==> src/rtl/uart_pkg.sv <==
// Shared definitions for the UART receive path: frame width and RX FSM encodings.
package uart_pkg;

   localparam int UART_DATA_BITS = 8;

   localparam logic [2:0] RX_IDLE  = 3'd0;
   localparam logic [2:0] RX_START = 3'd1;
   localparam logic [2:0] RX_DATA  = 3'd2;
   localparam logic [2:0] RX_STOP  = 3'd3;
   localparam logic [2:0] RX_BREAK = 3'd4;

endpackage : uart_pkg

==> src/rtl/uart_bit_sync.sv <==
// Multi-stage synchronizer for a single asynchronous level. Resets to 1 so an
// idle-high serial line does not look like a start bit coming out of reset.
module uart_bit_sync #(
   parameter int SYNC_STAGES = 2
) (
   input  logic clk,
   input  logic rst_n,
   input  logic i_d,
   output logic o_q
);

   logic [SYNC_STAGES-1:0] sync_q;

   // Shift the raw level through the flop chain; the last stage is the safe copy.
   always_ff @(posedge clk or negedge rst_n) begin
      if (!rst_n) begin
         sync_q <= '1;
      end else begin
         sync_q <= {sync_q[SYNC_STAGES-2:0], i_d};
      end
   end

   assign o_q = sync_q[SYNC_STAGES-1];

endmodule : uart_bit_sync

==> src/rtl/uart_rx_deser.sv <==
// UART 8N1 receive deserializer. Recovers LSB-first frames from the
// synchronized serial line, sampling every bit at its midpoint, and hands each
// good byte to the packer with a one-cycle request pulse.
//
// state    | meaning
// ---------+------------------------------------------------------------
// RX_IDLE  | line idle, waiting for sync_rx low
// RX_START | counting half a bit to re-check the start bit at mid-bit
// RX_DATA  | sampling 8 data bits, one every div clocks
// RX_STOP  | sampling the stop bit one div after the last data bit
// RX_BREAK | stop bit was low; wait for the line to return high
module uart_rx_deser
   import uart_pkg::*;
#(
   parameter int DIV_W       = 16,
   parameter int SYNC_STAGES = 2,
   parameter int MIN_DIV     = 4
) (
   input  logic                      clk,
   input  logic                      rst_n,
   input  logic                      i_rx,
   input  logic [DIV_W-1:0]          i_clk_div,
   output logic [UART_DATA_BITS-1:0] o_rx_data,
   output logic                      o_fifo_rq,
   output logic                      o_frame_err,
   output logic                      o_rx_busy
);

   localparam logic [DIV_W-1:0] MIN_DIV_W = DIV_W'(MIN_DIV);
   localparam logic [DIV_W-1:0] CNT_ONE   = DIV_W'(1);
   localparam logic [2:0]       LAST_IDX  = 3'(UART_DATA_BITS - 1);

   logic                      sync_rx;
   logic [2:0]                state_q, state_d;
   logic [DIV_W-1:0]          bit_cnt_q, bit_cnt_d;
   logic [DIV_W-1:0]          div_q, div_d;
   logic [2:0]                bit_idx_q, bit_idx_d;
   logic [UART_DATA_BITS-1:0] shreg_q, shreg_d;
   logic [UART_DATA_BITS-1:0] rx_data_q, rx_data_d;
   logic                      fifo_rq_q, fifo_rq_d;
   logic                      frame_err_q, frame_err_d;

   logic [DIV_W-1:0]          div_in;
   logic [DIV_W-1:0]          half_m1;
   logic [DIV_W-1:0]          div_m1;

   uart_bit_sync #(
      .SYNC_STAGES (SYNC_STAGES)
   ) u_rx_sync (
      .clk   (clk),
      .rst_n (rst_n),
      .i_d   (i_rx),
      .o_q   (sync_rx)
   );

   // Divisor floor applied before latching; terminal counts derive from the latched copy.
   always_comb begin
      div_in  = (i_clk_div < MIN_DIV_W) ? MIN_DIV_W : i_clk_div;
      half_m1 = (div_q >> 1) - CNT_ONE;
      div_m1  = div_q - CNT_ONE;
   end

   // Next-state logic: bit timing, sampling, and output pulse generation.
   always_comb begin
      state_d     = state_q;
      bit_cnt_d   = bit_cnt_q;
      div_d       = div_q;
      bit_idx_d   = bit_idx_q;
      shreg_d     = shreg_q;
      rx_data_d   = rx_data_q;
      fifo_rq_d   = 1'b0;
      frame_err_d = 1'b0;

      case (state_q)
         RX_IDLE: begin
            if (!sync_rx) begin
               state_d   = RX_START;
               bit_cnt_d = '0;
               div_d     = div_in;
            end
         end

         RX_START: begin
            if (bit_cnt_q == half_m1) begin
               bit_cnt_d = '0;
               if (sync_rx) begin
                  state_d = RX_IDLE;
               end else begin
                  state_d   = RX_DATA;
                  bit_idx_d = '0;
               end
            end else begin
               bit_cnt_d = bit_cnt_q + CNT_ONE;
            end
         end

         RX_DATA: begin
            if (bit_cnt_q == div_m1) begin
               bit_cnt_d = '0;
               shreg_d   = {sync_rx, shreg_q[UART_DATA_BITS-1:1]};
               bit_idx_d = bit_idx_q + 3'd1;
               if (bit_idx_q == LAST_IDX) begin
                  state_d = RX_STOP;
               end
            end else begin
               bit_cnt_d = bit_cnt_q + CNT_ONE;
            end
         end

         RX_STOP: begin
            if (bit_cnt_q == div_m1) begin
               bit_cnt_d = '0;
               if (sync_rx) begin
                  rx_data_d = shreg_q;
                  fifo_rq_d = 1'b1;
                  state_d   = RX_IDLE;
               end else begin
                  frame_err_d = 1'b1;
                  state_d     = RX_BREAK;
               end
            end else begin
               bit_cnt_d = bit_cnt_q + CNT_ONE;
            end
         end

         RX_BREAK: begin
            // A held-low line must not be mistaken for a fresh start bit.
            if (sync_rx) begin
               state_d = RX_IDLE;
            end
         end

         default: begin
            state_d = RX_IDLE;
         end
      endcase
   end

   // State and datapath registers.
   always_ff @(posedge clk or negedge rst_n) begin
      if (!rst_n) begin
         state_q     <= RX_IDLE;
         bit_cnt_q   <= '0;
         div_q       <= MIN_DIV_W;
         bit_idx_q   <= '0;
         shreg_q     <= '0;
         rx_data_q   <= '0;
         fifo_rq_q   <= 1'b0;
         frame_err_q <= 1'b0;
      end else begin
         state_q     <= state_d;
         bit_cnt_q   <= bit_cnt_d;
         div_q       <= div_d;
         bit_idx_q   <= bit_idx_d;
         shreg_q     <= shreg_d;
         rx_data_q   <= rx_data_d;
         fifo_rq_q   <= fifo_rq_d;
         frame_err_q <= frame_err_d;
      end
   end

   assign o_rx_data   = rx_data_q;
   assign o_fifo_rq   = fifo_rq_q;
   assign o_frame_err = frame_err_q;
   assign o_rx_busy   = (state_q != RX_IDLE);

endmodule : uart_rx_deser

==> config.mk <==
export PLATFORM = sky130hd
export DESIGN_NAME = uart_rx_deser
export DESIGN_NICKNAME = d
export VERILOG_FILES = /design/src/rtl/uart_pkg.sv /design/src/rtl/uart_bit_sync.sv /design/src/rtl/uart_rx_deser.sv
export SDC_FILE = /design/constraint.sdc
export NUM_CORES = 1
export LEC_CHECK = 0
export CORE_MARGIN = 2
export CORE_UTILIZATION = 53
export DETAILED_ROUTE_END_ITERATION = 8
export GPL_TIMING_DRIVEN = 1
export PLACE_DENSITY = 0.77
export SLEW_MARGIN = 40
export SYNTH_ARGS = -nofsm -noshare
export SYNTH_HDL_FRONTEND = slang
export SYNTH_SLANG_ARGS = --single-unit
==> constraint.sdc <==
create_clock -name clk -period 2.85 [get_ports clk]
set_input_delay 0.57 -clock clk [delete_from_list [all_inputs] [get_ports clk]]
set_output_delay 0.57 -clock clk [all_outputs]
set_load 0.02 [all_outputs]
==> run summary <==
P per Cell Area -> 856 mW/mm^2
Core Util, Final -> 71.2%
Top cells by instance count after synthesis -> dfrtp_1, nand2_1, nor2_1, xnor2_1, mux2_2
Initial antenna violation count -> 0
DR WL/cell -> 17.0 um
H-tree Lvls -> 3
Max-Cap Viols -> 0
Layout cells sized above 1 -> 28.8%
Die Span X -> 87.8 um
Io pins -> 30
Post-Layout Cell Count -> 579
Synth warnings -> 0
TNS Setup -> -629 ps
Crit path max-delay family -> simple AND/OR/NAND/NOR gates
Worst hold slack -> 272 ps
Final setup violation count -> 17
DRC -> 0
Synth area leaders -> dfrtp_1, mux2_2, xnor2_1
CTS Buf Count -> 9
RSZ-0062 raised after global routing -> true
Synth cell types -> 60
Class of the worst hold path -> input pin to async pin
First-pass GRT wire length -> 15900 um
Syn_nets -> 436
Root buffer cell -> clkbuf_8
Slowest CP cell -> or4b_4
CTS Buffer Depth -> 2
Fin Clk Skew -> 6.78 ps
Slew headroom -> 53.0%
Crit path launch type -> register
Synth Instances -> 412
Fmax -> 0.343 GHz
Via count -> 3301
Footprint of the multi-input gates -> 0.00225 sq mm
Final GP Congestion -> 0.975
Vias in the first global route -> 3362
Nets@finish -> 503
CP max stage delay -> 560 ps
Hold_buf cts -> 0
CORE AREA -> 0.00679 sq mm
Maximum VDD drop -> 394 uV
Die area -> 0.00770 sq mm
FP Rows -> 30
DP HPWL -> 6950 um
CTS sink cnt -> 58
Leak -> 2.07 nW
CP Buf/Inv Count -> 0
Top FF cell, synth -> dfrtp_1
Final Cycle Share -> 102%
ANT cells -> 0
Critical R2R Launch -> div_q[8]
DRT Pass-1 Iters -> 4
Asr flop ratio synth -> 100%
Vertical die dimension -> 87.8 um
Status -> finished with violations
Final Max Tran Viols -> 0
Post-synth EDFFs -> 0
Overflow after GRT -> 0
Final Hold Fails -> 0
Critical path type -> register to register
Placed insts -> 553
P&R area growth vs syn -> 30.1%
GRT Total Usage -> 26.8%
Biggest area consumer among synthesized cells -> dfrtp_1
Clock Latency Late Sink -> 340 ps
Yosys reg bits -> 58
Total Routed Length -> 9820 um
Crit. Startpoint -> div_q[8]
TritonCTS clock tree -> done
Cell with the most instances after synthesis -> dfrtp_1
Tmin final -> 2920 ps
Post-DR vias/cell -> 5.70
IO buf count -> 29
CP required -> 3070 ps
# fillers -> 497
Pin count of the biggest net entering global routing -> 31
Mapped Area -> 0.00372 sq mm
Starting density of the core -> 54.8%
Worst-path cell chain -> or2_4 -> or4b_4 -> or4_4 -> a221oi_2 -> nand4_1 -> o211a_4 -> nor2_4 -> mux2_4
Tightest Pin Transition -> 705 ps
Routed Antenna Nets -> 0
Place WS -> -92.4 ps
Seq. cell area -> 0.00146 sq mm
Clk pin slew, worst setup/hold paths -> 70 ps
Violated checks -> setup timing
Crit path max fanout -> 9
Setup WS post-layout -> -68.2 ps
Fraction of the yosys area taken by sequential cells -> 39.1%
Setup crit end kind -> register
Post-Syn Area per Cell -> 9.03 sq um
Top cell type's share of synthesized area -> 37.0%
Crit path DAT -> 3140 ps
DRT iter0 DRCs -> 187
-- layer usage --
layer  GRT usage (%)  wire length (um)
met4            13.8               333
met1            32.6              4250
met3            4.52               373
met5               0                 0
met2            45.7              4860
-- final timing paths --
check                                            to  slack (ps)  depth (start not counted)
max in group asynchronous       u_rx_sync.sync_q[0]        1900                          2
worst max-delay path                     state_q[0]         -70                          8
worst min-delay path                       div_q[0]         270                          1
worst max register to register           state_q[0]         -70                          8
worst min register to register  u_rx_sync.sync_q[1]         360                          0
min in group clk                u_rx_sync.sync_q[1]         360                          0
-- sequential cells by signal, indices dropped and copies added, names as in the netlist --
signal	cells
bit_cnt_q	16
bit_idx_q	3
div_q	16
o_fifo_rq	1
o_frame_err	1
o_rx_data	8
shreg_q	8
state_q	3
u_rx_sync.sync_q	2
-- stage by stage --
| step | power, mW | cell area (sq um) |
|---|---|---|
| 2_1_floorplan | 2.39 | 3730 |
| 4_1_cts | 3.99 | 4670 |
| 3_5_place_dp | 3.05 | 4370 |
| 6_report | 4.14 | 4840 |
| 5_1_grt | 4.38 | 4840 |
| 3_3_place_gp | 2.99 | 4370 |
-- cells in the final DEF, fill, tap and decap left out, types with 11 or more instances in the layout --
cell type | Yosys | final
dfrtp_1 | 55 | 54
clkbuf_8 | 0 | 11
nor2_1 | 31 | 31
mux2_2 | 26 | 26
nor3_1 | 15 | 13
nor2b_1 | 11 | 11
xor2_1 | 14 | 14
xnor2_1 | 27 | 26
clkdlybuf4s50_1 | 0 | 28
buf_4 | 0 | 52
inv_1 | 13 | 13
nand3_1 | 14 | 13
o21ai_0 | 15 | 11
nand2_1 | 47 | 46
-- final cells by class --
type / instances / area share, %
well taps: 96 / 2.48
inverters: 13 / 1.01
clock buffers: 11 / 3.13
multi-input cells: 311 / 46.4
repair buffers: 86 / 15.3
flip-flops and latches: 58 / 30.1
clock inverters: 4 / 1.55
-- cells by family (layout without fill, tap and decap cells) --
logic type | Yosys count | count (layout) | share of synthesized area [%]
muxes | 31 | 31 | 9.35
buffers and inverters | 44 | 114 | 4.94
and+or+nand+nor | 169 | 170 | 23.8
DFF | 58 | 58 | 39.1
AOI/OAI and AO/OA | 64 | 64 | 11.4
adders and majority gates | 5 | 5 | 1.68
xor gates and xnor gates | 41 | 41 | 9.65
-- report_power, final --
part / switching, mW / leakage [nW] / internal, mW / total [mW]
combinational: 1.06 / 1.21 / 0.976 / 2.04
clock: 0.344 / 0.108 / 0.535 / 0.879
sequential: 0.236 / 0.756 / 0.989 / 1.22
total: 1.64 / 2.07 / 2.50 / 4.14
-- worst reg2reg max path, cell delays in order, from the launching register on --
cell and delay (ps):
dfrtp_1 380, or2_4 250, or4b_4 560, or4_4 530
a221oi_2 210, nand4_1 130, o211a_4 310, nor2_4 130
mux2_4 300
-- repair_timing --
action,4_1_cts,5_1_grt
endpoints found under the setup margin,34,38
resized for setup,11,23
pin swaps,7,7
buffers inserted,2,7
cloned,2,0
endpoints found under the hold margin,0,0
Note: power is estimated with default switching activity, not from simulation.
